### src/rtl/hazard_stall_ctrl_pkg.sv
// Shared definitions for the hazard/stall controller.
//   ST_RUN / ST_BUSY : controller state encodings (2-bit)
//   REG_X0           : architectural zero register, never a real hazard source
package hazard_stall_ctrl_pkg;
    localparam logic [1:0] ST_RUN  = 2'b00;
    localparam logic [1:0] ST_BUSY = 2'b01;
    localparam logic [4:0] REG_X0  = 5'd0;
endpackage

### src/rtl/hazard_stall_ctrl_muldiv_stall_counter.sv
// Mul/div remaining-stall counter.
//   clk, reset : clock, synchronous active-high reset (cnt -> 0)
//   load       : load load_val (takes precedence over dec)
//   load_val   : initial remaining-stall count
//   dec        : decrement by one
//   cnt        : current count; holds when neither load nor dec
//   zero       : cnt == 0
module hazard_stall_ctrl_muldiv_stall_counter #(
    parameter int CW = 2
) (
    input  logic          clk,
    input  logic          reset,
    input  logic          load,
    input  logic [CW-1:0] load_val,
    input  logic          dec,
    output logic [CW-1:0] cnt,
    output logic          zero
);
    always_ff @(posedge clk) begin
        if (reset)     cnt <= '0;
        else if (load) cnt <= load_val;
        else if (dec)  cnt <= cnt - CW'(1);
    end

    assign zero = (cnt == '0);
endmodule

### src/rtl/hazard_stall_ctrl.sv
// Pipeline hazard/stall controller for the 5-stage RV32 core.
//   clk, reset                  : clock, synchronous active-high reset
//   id_rs1/rs2, id_uses_rs1/rs2 : sources of the instruction in ID
//   ex_rd, ex_mem_read          : destination / load flag of the instruction in EX
//   ex_branch_taken             : EX redirects the PC
//   ex_muldiv_start             : EX holds a mul/div (level)
//   mem_wait                    : data memory not ready, freeze everything
//   hazDetect_PC                : PC load enable
//   ifid_*/idex_*/exmem_*       : pipeline register enables and NOP-inserts
//   muldiv_done                 : mul/div result valid in EX this cycle
//   stall_cycles                : count of cycles with hazDetect_PC==0 (wraps)
// Outputs are Mealy: decoded from current state and inputs in the same cycle.
module hazard_stall_ctrl
    import hazard_stall_ctrl_pkg::*;
#(
    parameter int MULDIV_LAT = 4,
    parameter int CNT_W      = 32
) (
    input  logic             clk,
    input  logic             reset,
    input  logic [4:0]       id_rs1,
    input  logic [4:0]       id_rs2,
    input  logic             id_uses_rs1,
    input  logic             id_uses_rs2,
    input  logic [4:0]       ex_rd,
    input  logic             ex_mem_read,
    input  logic             ex_branch_taken,
    input  logic             ex_muldiv_start,
    input  logic             mem_wait,
    output logic             hazDetect_PC,
    output logic             ifid_write,
    output logic             ifid_flush,
    output logic             idex_write,
    output logic             idex_bubble,
    output logic             exmem_write,
    output logic             exmem_bubble,
    output logic             muldiv_done,
    output logic [CNT_W-1:0] stall_cycles
);
    // Counter only needs to hold MULDIV_LAT-2 (the remaining stall count after
    // the first stall cycle).
    localparam int            CW       = (MULDIV_LAT > 2) ? $clog2(MULDIV_LAT - 1) : 1;
    localparam logic [CW-1:0] LOAD_VAL = CW'((MULDIV_LAT >= 2) ? MULDIV_LAT - 2 : 0);

    logic [1:0]    state, state_nxt;
    logic          cnt_load, cnt_dec, cnt_zero;
    logic [CW-1:0] cnt;
    logic          load_use;

    hazard_stall_ctrl_muldiv_stall_counter #(.CW(CW)) u_cnt (
        .clk      (clk),
        .reset    (reset),
        .load     (cnt_load),
        .load_val (LOAD_VAL),
        .dec      (cnt_dec),
        .cnt      (cnt),
        .zero     (cnt_zero)
    );

    assign load_use = ex_mem_read && (ex_rd != REG_X0) &&
                      ((id_uses_rs1 && (id_rs1 == ex_rd)) ||
                       (id_uses_rs2 && (id_rs2 == ex_rd)));

    always_comb begin
        hazDetect_PC = 1'b1;
        ifid_write   = 1'b1;
        ifid_flush   = 1'b0;
        idex_write   = 1'b1;
        idex_bubble  = 1'b0;
        exmem_write  = 1'b1;
        exmem_bubble = 1'b0;
        muldiv_done  = 1'b0;
        cnt_load     = 1'b0;
        cnt_dec      = 1'b0;
        state_nxt    = state;

        // Reset is decoded first so X on any other input cannot reach outputs.
        if (reset) begin
            ifid_flush   = 1'b1;
            idex_bubble  = 1'b1;
            exmem_bubble = 1'b1;
            state_nxt    = ST_RUN;
        end else if (mem_wait) begin
            hazDetect_PC = 1'b0;
            ifid_write   = 1'b0;
            idex_write   = 1'b0;
            exmem_write  = 1'b0;
        end else if (state == ST_BUSY) begin
            if (!cnt_zero) begin
                hazDetect_PC = 1'b0;
                ifid_write   = 1'b0;
                idex_write   = 1'b0;
                exmem_bubble = 1'b1;
                cnt_dec      = 1'b1;
            end else begin
                // ex_muldiv_start is still high here for the same instruction;
                // it must not retrigger.
                muldiv_done = 1'b1;
                state_nxt   = ST_RUN;
            end
        end else if (ex_branch_taken) begin
            ifid_flush  = 1'b1;
            idex_bubble = 1'b1;
        end else if (ex_muldiv_start) begin
            if (MULDIV_LAT >= 2) begin
                hazDetect_PC = 1'b0;
                ifid_write   = 1'b0;
                idex_write   = 1'b0;
                exmem_bubble = 1'b1;
                cnt_load     = 1'b1;
                state_nxt    = ST_BUSY;
            end else begin
                muldiv_done = 1'b1;
            end
        end else if (load_use) begin
            // ID/EX stays enabled so it captures the bubble.
            hazDetect_PC = 1'b0;
            ifid_write   = 1'b0;
            idex_bubble  = 1'b1;
        end
    end

    always_ff @(posedge clk) begin
        if (reset) begin
            state        <= ST_RUN;
            stall_cycles <= '0;
        end else begin
            state <= state_nxt;
            if (!hazDetect_PC) stall_cycles <= stall_cycles + CNT_W'(1);
        end
    end
endmodule
### config.mk
export PLATFORM = sky130hd
export DESIGN_NAME = hazard_stall_ctrl
export DESIGN_NICKNAME = d
export VERILOG_FILES = /design/src/rtl/hazard_stall_ctrl_pkg.sv /design/src/rtl/hazard_stall_ctrl_muldiv_stall_counter.sv /design/src/rtl/hazard_stall_ctrl.sv
export SDC_FILE = /design/constraint.sdc
export NUM_CORES = 1
export LEC_CHECK = 0
export ABC_CLOCK_PERIOD_IN_PS = 2900
export BUFFER_PORTS_ARGS = -buffer_cell sky130_fd_sc_hd__buf_2
export CAP_MARGIN = 10
export CORE_MARGIN = 2
export CORE_UTILIZATION = 55
export DETAILED_ROUTE_END_ITERATION = 10
export PLACE_DENSITY = 0.85
export SYNTH_ARGS = -nofsm -noshare
export SYNTH_HDL_FRONTEND = slang
export SYNTH_HIERARCHICAL = 1
export SYNTH_SLANG_ARGS = --single-unit
### constraint.sdc
create_clock -name clk -period 2.9 [get_ports clk]
set_input_delay 0.145 -clock clk [delete_from_list [all_inputs] [get_ports clk]]
set_output_delay 0.145 -clock clk [all_outputs]
set_load 0.02 [all_outputs]
==> results.md <==
* PD cells at just under 400 nW/um^2
* Post-synthesis sequential area ratio at 0.346
* Most frequent cells in the layout: buf_2, dfxtp_1, a21oi_1
* Largest family of logic cells by synthesized area: simple AND/OR/NAND/NOR gates
* Port Buffers at just over 60
* Commonest non-fill, non-tap cell in the layout: buf_2
* Post-synth EDFFs at 0
* Synth Area in Compound Gates at 0.231
* Vias in the first global route at 1682
* Setup ws final at just over 0.7 ns
* Critical Path AT at 2.39 ns
* Internal power at between 700 and 800 uW
* Max Transition Viols Final at 0
* DR vias/cell at approximately 5.6
* Mapped Area at slightly above 2000 um^2
* Synth top area share at 0.346
* First-pass GRT wire length at 7310 um
* Hold crit path type: in2reg
* Critical path origin: stall_cycles[5]$_SDFFE_PP0N_
* Setup crit end kind: register
* Row count at 22
* WHS at ~0.19 ns
* Die width at approximately 65 um
* Layout Utilization at 0.667
* Routed WL at 4350 um
* Post_cts resized at 0
* Clock share of power at 0.356
* Reg-to-Reg End: stall_cycles[31]$_SDFFE_PP0N_
* Post-Synth Adder-Cell Area at 0.0123
* Avg Inst Size Synth at 8.34 um^2
* Hold Vio Cnt, Final at 0
* Multiplexer share of the synthesized area at 0.0105
* Ant diodes at 0
* Reg2Reg Setup Slack at ~0.72 ns
* CP Data Required Time at just over 3 ns
* Ranking of synthesized cells by area: dfxtp_1, a21oi_1, or3_1
* Clock Latency Late Sink at 0.28 ns
* Gate Count Post-Synth at about 240
* Design Area, Final at ~2400 um^2
* Comb power frac at 0.119
* Switch share at 0.255
* Ratio of cells with drive above 1 in the final layout at 0.284
* Worst Setup EP: stall_cycles[31]$_SDFFE_PP0N_
* Detailed placement HPWL at 3120 um
* Largest net degree at the start of global routing at 45
* Setup TNS at 0 ns
* Setup bufs post-CTS at 0
* Crit start category: register
* Die Y at between 60 and 70 um
* FMAX at ~460 MHz
* DRC viols at 0
* Area growth from synthesis to final layout at 18.7%
* Core ar. at 3610 um^2
* Main synth FF type: dfxtp_1
* Antenna Violating Nets Remaining at 0
* Worst R2R Start: stall_cycles[5]$_SDFFE_PP0N_
* # H-tree levels at 2
* Overall Global Routing Usage at 0.216
* Simple-Gate Fraction of Synth Area at 0.281
* Routability cong. at approximately 0.82
* Syn nets at roughly 270
* Die Area at approximately 4200 um^2
* #FFs+latches synth at 35
* CTS Buf Count at 5
* CP Class: reg2reg
* Async SR Flop Fraction at 0
* CTS Sinks at 35
* Max_slew headroom at 0.451
* Max cap viols at 0
* Count of hold-fix buffers inserted at cts at 0
* Clock slew at reported path FFs at roughly 0.07 ns
* Syn. warnings at 6
* Status: finished clean
* IO Pins at 63
* CTS tree: done
* Reg power frac at 0.525
* Synth unique cells at 47
* Max VDD drop at 313 uV
* Post-route clock period utilization at 0.752
* Post-placement setup slack at roughly 0.68 ns
* Clock Path Buffers at 2
* Worst Tran Pin Value at 0.823 ns
* Minimum clock period after layout at around 2.2 ns
* Routed WL per cell at between 10 and 15 um
* CP max FO at 7
* Psw at between 200 and 250 uW
* Area leader, netlist: dfxtp_1
* Nets@finish at around 330
* First DRT Iteration DRCs at 72
* DP Area at approximately 2300 um^2
* CTS Root Cell: clkbuf_8
* Gr ovfl total at 0
* Lkg Pwr at just over 0.9 nW
* Initial Utilization at 0.562
* Cell depth of the worst flop-to-flop path at 6
* DRT Pass-1 Iters at 4
* RSZ-0062 raised after global routing: no
* Number of setup violations in the final report at 0
* Xor-xnor portion of the synthesized cell area at 0.0562
* Final Skew at roughly 0.0038 ns
* Initial antenna violation count at 0
* Vias post-DR at 1956
[metrics by stage]
stage               power [mW]  cells
floorplan                0.578    243
global placement         0.616    343
detailed placement       0.618    343
CTS                      0.952    351
global route             0.985    351
finish                   0.943    351
[how the worst min path moves through the flow]
stage / startpoint / end / slack [ns] / depth (start not counted)
floorplan: reset / u_cnt/cnt[0]$_SDFFE_PP0P_ / 0.21 / 1
global placement: stall_cycles[31]$_SDFFE_PP0N_ / stall_cycles[31]$_SDFFE_PP0N_ / 0.47 / 2
detailed placement: stall_cycles[31]$_SDFFE_PP0N_ / stall_cycles[31]$_SDFFE_PP0N_ / 0.48 / 2
CTS: mem_wait / state[0]$_SDFFE_PP0P_ / 0.18 / 2
global route: mem_wait / state[0]$_SDFFE_PP0P_ / 0.20 / 2
finish: mem_wait / state[0]$_SDFFE_PP0P_ / 0.19 / 2
[cell usage after synthesis (3+ instances only)]
library cell,instances
xnor2_1,12
and3_1,4
a21oi_2,4
nand3_1,6
or4_1,9
or3_1,20
nor2_1,9
nand2b_1,3
a21oi_1,25
dfxtp_1,35
clkbuf_1,5
inv_1,13
o21ai_1,18
o31ai_1,8
nand4_1,7
nand2_1,17
nor4_1,3
buf_4,3
and4_1,3
and2_1,4
a21o_1,3
[cells by family after synthesis]
group                      Yosys count
AOI/OAI and AO/OA                   69
xor gates and xnor gates            13
adders and majority gates            2
buffers and inverters               23
DFF                                 35
muxes                                2
other                                2
and+or+nand+nor                     97
[worst max-delay path, stage by stage (launching register included)]
cell	delay, ns
dfxtp_1	0.43
and4_1	0.29
and3_1	0.30
and4_1	0.25
nand4_1	0.17
or4_1	0.50
a21oi_1	0.15
[area by class of cell]
class,instances,area [um^2]
well taps,48,60.1
inverters,13,48.8
fillers,346,1200
multi-input cells,185,1200
flip-flops and latches,35,701
clock buffers,7,76.3
repair buffers,62,310
clock inverters,1,5.00
[registers in the layout, summed over array words and instances (netlist names)]
signal	cells
u_cnt/cnt	2
state	1
stall_cycles	32
[power by group through the flow]
| stage | Combinational (mW) | Clock (mW) | Sequential (mW) |
|---|---|---|---|
| 5_1_grt | 0.123 | 0.366 | 0.496 |
| 6_report | 0.112 | 0.336 | 0.495 |
| 3_5_place_dp | 0.112 | 0 | 0.505 |
| 3_3_place_gp | 0.111 | 0 | 0.505 |
| 4_1_cts | 0.113 | 0.344 | 0.494 |
| 2_1_floorplan | 0.0685 | 0 | 0.510 |
[per-layer routing]
layer | global-route usage | up-vias | share of wire
li1 | - | 1002 | -
met1 | 0.265 | 897 | 0.47
met2 | 0.370 | 50 | 0.46
met3 | 0.0625 | 7 | 0.067
met4 | 0.0559 | 0 | 0.0097
met5 | 0 | - | 0
No activity file was read; power rests on OpenSTA's default activity.
